**config.mk**
```make
export PLATFORM = sky130hd
export DESIGN_NAME = uart_reg_cmd_ctrl
export DESIGN_NICKNAME = d
export VERILOG_FILES = /design/src/rtl/uart_reg_cmd_ctrl.sv
export SDC_FILE = /design/constraint.sdc
export NUM_CORES = 1
export LEC_CHECK = 0
export CORE_ASPECT_RATIO = 1.2
export CORE_UTILIZATION = 53
export DETAILED_ROUTE_END_ITERATION = 7
export PLACE_DENSITY = 0.91
export SLEW_MARGIN = 20
export SYNTH_ARGS = -nofsm -noshare
export SYNTH_HDL_FRONTEND = slang
export SYNTH_SLANG_ARGS = --single-unit
```
**constraint.sdc**
```tcl
create_clock -name clk -period 2.5 [get_ports clk]
set_clock_uncertainty 0.15 [all_clocks]
set_input_delay 0.5 -clock clk [delete_from_list [all_inputs] [get_ports clk]]
set_output_delay 0.5 -clock clk [all_outputs]
set_load 0.01 [all_outputs]
```
**src/rtl/uart_reg_cmd_ctrl.sv**
```systemverilog
// Byte-protocol sequencer between the UART and the 256x8 register bank.
// Parses 'W' addr data / 'R' addr, strobes the bank, returns one response byte per command.
module uart_reg_cmd_ctrl #(
  parameter int unsigned TIMEOUT_CYCLES = 1000000,
  parameter logic [7:0]  OP_WRITE       = 8'h57,
  parameter logic [7:0]  OP_READ        = 8'h52,
  parameter logic [7:0]  RSP_ACK        = 8'h4B,
  parameter logic [7:0]  RSP_NAK        = 8'h3F
) (
  input  logic       clk,
  input  logic       rst,
  input  logic       rx_valid,
  input  logic [7:0] rx_data,
  output logic       tx_valid,
  output logic [7:0] tx_data,
  input  logic       tx_ready,
  output logic       reg_write_en,
  output logic       reg_read_strobe,
  output logic [7:0] reg_addr,
  output logic [7:0] reg_write_data,
  input  logic [7:0] reg_read_data,
  output logic       busy,
  output logic [7:0] err_count
);

  typedef enum logic [2:0] {
    IDLE, GET_ADDR, GET_DATA, WRITE, READ, READ_WAIT, SEND
  } state_e;

  state_e      state_q;
  logic        opWrite_q;
  logic [7:0]  resp_q;
  logic [7:0]  addr_q;
  logic [7:0]  wdata_q;
  logic [7:0]  err_q;
  logic [7:0]  err_d;
  logic [31:0] tmo_q;

  logic inGet;
  logic tmoExpire;
  logic dropped;
  logic nak;
  logic errEvent;

  // At most one error source can fire per cycle since each is tied to a distinct state group.
  always_comb begin
    inGet     = (state_q == GET_ADDR) || (state_q == GET_DATA);
    tmoExpire = (TIMEOUT_CYCLES != 0) && inGet && !rx_valid &&
                (tmo_q == TIMEOUT_CYCLES - 1);
    dropped   = rx_valid && ((state_q == WRITE) || (state_q == READ) ||
                             (state_q == READ_WAIT) || (state_q == SEND));
    nak       = (state_q == IDLE) && rx_valid &&
                (rx_data != OP_WRITE) && (rx_data != OP_READ);
    errEvent  = nak || dropped || tmoExpire;
    err_d     = (errEvent && (err_q != 8'hFF)) ? err_q + 8'd1 : err_q;
  end

  always_ff @(posedge clk) begin
    if (rst) begin
      state_q   <= IDLE;
      opWrite_q <= 1'b0;
      resp_q    <= 8'h00;
      addr_q    <= 8'h00;
      wdata_q   <= 8'h00;
      err_q     <= 8'h00;
      tmo_q     <= '0;
    end else begin
      err_q <= err_d;
      case (state_q)
        IDLE: begin
          if (rx_valid) begin
            tmo_q <= '0;
            if (rx_data == OP_WRITE) begin
              opWrite_q <= 1'b1;
              state_q   <= GET_ADDR;
            end else if (rx_data == OP_READ) begin
              opWrite_q <= 1'b0;
              state_q   <= GET_ADDR;
            end else begin
              resp_q  <= RSP_NAK;
              state_q <= SEND;
            end
          end
        end
        GET_ADDR: begin
          if (rx_valid) begin
            addr_q  <= rx_data;
            tmo_q   <= '0;
            state_q <= opWrite_q ? GET_DATA : READ;
          end else if (tmoExpire) begin
            state_q <= IDLE;
          end else if (TIMEOUT_CYCLES != 0) begin
            tmo_q <= tmo_q + 32'd1;
          end
        end
        GET_DATA: begin
          if (rx_valid) begin
            wdata_q <= rx_data;
            tmo_q   <= '0;
            state_q <= WRITE;
          end else if (tmoExpire) begin
            state_q <= IDLE;
          end else if (TIMEOUT_CYCLES != 0) begin
            tmo_q <= tmo_q + 32'd1;
          end
        end
        WRITE: begin
          resp_q  <= RSP_ACK;
          state_q <= SEND;
        end
        READ:      state_q <= READ_WAIT;
        READ_WAIT: begin
          resp_q  <= reg_read_data;
          state_q <= SEND;
        end
        SEND:      if (tx_ready) state_q <= IDLE;
        default:   state_q <= IDLE;
      endcase
    end
  end

  // Bank strobes and TX valid come straight from the state register so they cannot glitch.
  assign tx_valid        = (state_q == SEND);
  assign tx_data         = resp_q;
  assign reg_write_en    = (state_q == WRITE);
  assign reg_read_strobe = (state_q == READ);
  assign reg_addr        = addr_q;
  assign reg_write_data  = wdata_q;
  assign busy            = (state_q != IDLE);
  assign err_count       = err_q;

endmodule

```
==> results of run 1 <==
kinds of logic (layout without fill, tap and decap cells):
family / Yosys count / count (layout) / synth area share [%]
flops: 68 / 68 / 41.8
xor+xnor: 36 / 36 / 9.68
fa+ha+maj: 2 / 2 / 0.768
buf+inv: 27 / 107 / 3.19
mux: 2 / 2 / 0.653
compound gates: 59 / 59 / 12.6
simple gates: 202 / 202 / 31.3
registers in the layout, indices dropped and copies added, names as in the netlist:
| name | count |
|---|---|
| err_count | 8 |
| opWrite_q | 1 |
| reg_addr | 8 |
| reg_write_data | 8 |
| state_q | 3 |
| tmo_q | 32 |
| tx_data | 8 |
path summary, 6_finish.rpt:
kind	from	end	cells after the start
worst min register to register	reg_write_data[1]	reg_write_data[1]	2
worst max register to register	tmo_q[12]	tmo_q[7]	6
worst min-delay path	reg_write_data[1]	reg_write_data[1]	2
worst max-delay path	rx_data[6]	tx_data[5]	8
critical path, delay by kind of cell:
family | cells | cell delay, ps
buf+inv | 3 | 860
simple gates | 2 | 450
compound gates | 3 | 730
per-stage QoR:
step           utilization (%)  total power [uW]  setup slack (ps)  hold WS, ps  instances
6_report                  74.5              3270              15.9          305        556
5_1_grt                   74.5              3420             -28.1          326        556
4_1_cts                   74.2              3260              65.1          306        556
3_5_place_dp              70.4              2260              -273          296        540
3_3_place_gp              70.4              2220              -240          292        540
2_1_floorplan                -              1840               168          322        396
power groups by stage:
stage / registers [uW] / clock network (uW) / logic (uW)
after floorplan: 1310 / 0 / 523
after global placement: 1330 / 0 / 893
after detailed placement: 1330 / 0 / 928
after CTS: 1310 / 1010 / 935
after global routing: 1340 / 1060 / 1020
final: 1320 / 999 / 948
routing by layer:
layer / vias to the layer above / GRT usage [%] / share of wire (%)
met1: 1501 / 27.2 / 39
met2: 116 / 48.8 / 53
met5: - / 0 / 0
li1: 1535 / - / -
met4: 0 / 12.1 / 1.9
met3: 16 / 5.18 / 6.2
area by class of cell:
type	count	area (um^2)	area share, %
Clock buffer	12	145	3.37
Clock inverter	4	72.6	1.69
Inverter	9	33.8	0.784
Multi-Input combinational cell	301	1810	42.1
Sequential cell	68	1370	31.7
Tap cell	80	100	2.32
Timing Repair Buffer	82	778	18.1
what timing repair did:
action / 4_1_cts / 5_1_grt
pin swaps: 0 / 0
endpoints found under the setup margin: 3 / 8
gates resized for setup: 3 / 2
layout by cell type (no fill, tap or decap), types with 7 or more instances in the layout:
master / Yosys / layout
dfxtp_1: 68 / 65
nor2_1: 58 / 58
clkdlybuf4s50_1: 0 / 55
nand2_1: 52 / 52
xnor2_1: 30 / 30
a21oi_1: 26 / 26
buf_4: 0 / 25
nor3_1: 20 / 20
nand3_1: 17 / 17
clkbuf_8: 0 / 10
inv_1: 9 / 9
nor4_1: 8 / 8
and3_1: 8 / 8
o21ai_0: 8 / 8
nand2b_1: 7 / 7
==> flow_summary.ini, run 1 <==
[status]
outcome = completed

[power]
power.internal_uw = 2230
p_sw_share_pct = 31.7
combPwrFrac_pct = 29.0
sequentialPowerShare_pct = 40.4
vdd_ir_drop_max_mv = 0.466
leakagePower_uw = 0.00148
clockPowerShare_pct = 30.6
power-per-cell-area_nw_per_um2 = 759
net-switching-power_uw = 1040

[placement]
post_dp_cell_area_um2 = 4070
finalWeightedCongestion = 0.832
post-dp-hpwl_um = 5960
portBuffers = 55

[worst_setup_path]
cp_common_cell = buf_4
critical_path.slowest_cell = clkdlybuf4s50_1
r2r_slack_ps = 140
cp_max_fo = 8
cp.required_ps = 2580
end_kind = flop
cpPeakStageDelay_ps = 510
setup.worst_path.start_class = input pin
critical_path_arrival_ps = 2560
path_class = in -> reg
critical_path.cell_chain = clkdlybuf4s50_1 > nor4bb_2 > buf_4 > nand3_1 > buf_4 > a22oi_1 > o22ai_1 > o221a_2

[synth]
synth_top_area_cell = dfxtp_1
synth_top_area_share_pct = 41.8
ys_warn_count = 0
async_flop_share_pct = 0
synth_nets = 418
synth_edf_count = 0
ys_seq_area_share_pct = 41.8
netlist-cell-type-count = 52
ys_ff_latch = 68
syn_inst = 396
synth.avg_cell_area_um2 = 8.22
yosysMostFrequentCell = dfxtp_1
netlist_area_um2 = 3260
synthTopCellsByCount = dfxtp_1, nor2_1, nand2_1
ys.flop_type = dfxtp_1
synthTopCellsByArea = dfxtp_1, xnor2_1, nor2_1

[route]
drt-initial-drc-count = 197
drt_pre_antenna_iters = 5
vias = 3168
ant_nets = 0
remaining_drc_errors = 0
wl_per_cell_um = 14.8
drt-total-wl_um = 8230
vias_per_cell = 5.70

[timing]
max_slew_margin_pct = 54.4
setup_tns_ps = 0
hold_viol = 0
fin_crit_sh_pct = 99.4
rsz0062_at_grt = yes
timing.fmax_mhz = 403
drv_slew = 0
max_slew.worst_pin.slew_ps = 684
final.min_clock_period_ps = 2480
setup_viol = 0

[finish]
fill_cells = 402
stdcell_area_um2 = 4310
drive_gt1_share_pct = 12.6
area_growth_pct = 32.2
n_antenna_cell = 0
fin_nets = 493

[clocking]
clockRootBuffer = clkbuf_8
cts_made_buffers = 9
cts_setup_buffers = 0
cts_tree = built
hold_buffers = 0
numClockSinks = 68
htreeDepth = 3
clk_path_buf_depth = 2
insertion_delay_ps = 340
clkTransAtPathRegs_ps = 70

[global_route]
grt_max_degree = 31
grt_remaining_overflow = 0
grt_pass1_wl_um = 12900
grt_use_total_pct = 25.9
grt_pass1_vias = 2930
antenna_found_initial = 0

[die]
die_w_um = 73.6
start_util_pct = 56.3
fp-row-count = 30
dieArea_um2 = 6460
core_area_um2 = 5780
die_h_um = 87.9
ios = 56

[flow_run]
max_cap_violations = 0

[hold_path]
hold_path.class = reg -> reg
Power figures use the tool's default switching activity.
==> run 2, diff against run 1 <==
--- a/config.mk
+++ b/config.mk
@@ -9,6 +9,7 @@
 export CORE_UTILIZATION = 53
 export DETAILED_ROUTE_END_ITERATION = 7
 export PLACE_DENSITY = 0.91
+export REMOVE_ABC_BUFFERS = 1
 export SLEW_MARGIN = 20
 export SYNTH_ARGS = -nofsm -noshare
 export SYNTH_HDL_FRONTEND = slang
==> flow_summary.ini, run 2 (same netlist as run 1, synthesis figures left out) <==
[status]
outcome = completed

[global_route]
antenna_found_initial = 0
grt_use_met2_pct = 50.7
use_met1_pct = 29.2
grt_pass1_wl_um = 13600
grt_use_total_pct = 27.4
grt_max_degree = 22
grt_remaining_overflow = 0
grt_pass1_vias = 3083
grt_busiest_layer = met2
use_met3_pct = 6.44

[placement]
dp.cells = 547
post-dp-hpwl_um = 5830
finalWeightedCongestion = 0.864
portBuffers = 55

[clocking]
cts_tree = built
clk_path_buf_depth = 2
clkTransAtPathRegs_ps = 80
hold_buffers = 0
cts_setup_buffers = 0
htreeDepth = 3
insertion_delay_ps = 350
cts_made_buffers = 9
clockRootBuffer = clkbuf_8
numClockSinks = 68

[timing]
timing.fmax_mhz = 409
max_slew_margin_pct = 62.0
rsz0062_at_grt = yes
hold_viol = 0
drv_slew = 0
max_slew.worst_pin.slew_ps = 570
final.min_clock_period_ps = 2440
setup_viol = 0
fin_crit_sh_pct = 97.7

[route]
ant_nets = 0
drt_pre_antenna_iters = 5
vias_per_cell = 5.69
drt-initial-drc-count = 209
remaining_drc_errors = 0
drt-total-wl_um = 8180
vias = 3201
wl_per_cell_um = 14.5

[worst_setup_path]
critical_path_arrival_ps = 1790
crit_buf_inv = 2
critical_path.slowest_cell = clkdlybuf4s50_1
critical_path.cell_chain = inv_1 > nor3_1 > clkdlybuf4s50_1
cp_max_fo = 13
r2r_slack_ps = 170
path_class = reg -> out
crit_family = buffers and inverters
cp.required_ps = 1850
end_kind = output pin
setup.worst_path.start_class = flop
cpPeakStageDelay_ps = 600

[power]
sequentialPowerShare_pct = 40.4
clockPowerShare_pct = 30.5
power.total_uw = 3270
vdd_ir_drop_max_mv = 0.507
power-per-cell-area_nw_per_um2 = 756
net-switching-power_uw = 1040
p_sw_share_pct = 31.7
leakagePower_uw = 0.00151
power.internal_uw = 2230
combPwrFrac_pct = 29.1

[finish]
fin_nets = 500
regArea_um2 = 1370
area_growth_pct = 32.7
fill_cells = 421
multi_input_area_um2 = 1800
layout_commonest_cell = dfxtp_1
largest_register_ffs = 32
regMostFlops = tmo_q
n_antenna_cell = 0
mostFrequentLayoutCells = dfxtp_1, nor2_1, clkdlybuf4s50_1
drive_gt1_share_pct = 14.1
fin_cells = 563

[die]
die_h_um = 87.9
core_area_um2 = 5780
dieArea_um2 = 6460
start_util_pct = 56.3
fp-row-count = 30
ios = 56
die_w_um = 73.6

[hold_path]
hold_path.class = reg -> reg

[flow_run]
max_cap_violations = 0
[run 2: worst paths after layout]
path                                        start           endpoint  cells after the start
worst max-delay path                   state_q[2]    reg_read_strobe                      3
worst min-delay path            reg_write_data[7]  reg_write_data[7]                      2
worst max register to register          tmo_q[12]           tmo_q[7]                      6
worst min register to register  reg_write_data[7]  reg_write_data[7]                      2
[run 2: layout make-up]
type	count	share of cell area (%)
repair buffers	89	18.6
inverters	9	0.781
well taps	80	2.32
clock buffers	11	3.27
flip-flops and latches	68	31.6
clock inverters	5	1.74
multi-input cells	301	41.7
[run 2: through the flow]
stage                     setup TNS [ps]  util [%]  setup WS, ps  cell area, um^2  hold slack [ps]
final                                  0      74.8          57.6             4320              305
after floorplan                    -7660         -          -424             3190              321
after CTS                              0      74.7          45.2             4320              307
after detailed placement           -3000      70.9          -261             4100              298
after global placement             -2410      70.9          -228             4100              292
after global routing               -24.4      74.8         -14.9             4320              334
[run 2: power by group through the flow]
| stage | combinational (uW) | clock [uW] | sequential [uW] |
|---|---|---|---|
| 2_1_floorplan | 445 | 0 | 1350 |
| 3_3_place_gp | 895 | 0 | 1330 |
| 3_5_place_dp | 932 | 0 | 1340 |
| 4_1_cts | 940 | 997 | 1320 |
| 5_1_grt | 1040 | 1050 | 1340 |
| 6_report | 951 | 997 | 1320 |
[run 2: layer usage]
metal  wire length [um]  up-vias
met3                438       42
met5                  0        -
met1               3130     1494
li1                   -     1541
met4                287        0
met2               4320      124
[run 2: what timing repair did]
item,4_1_cts,5_1_grt
setup endpoints to repair,2,6
gates resized for setup,2,2
pin swaps,0,0
[run 2: worst reg2reg max path, cell delays in order (launching register included)]
cell	delay, ps
dfxtp_1	350
or4b_4	560
nor4_4	240
and4_2	550
nor4_1	140
xnor2_1	170
nor2_1	60
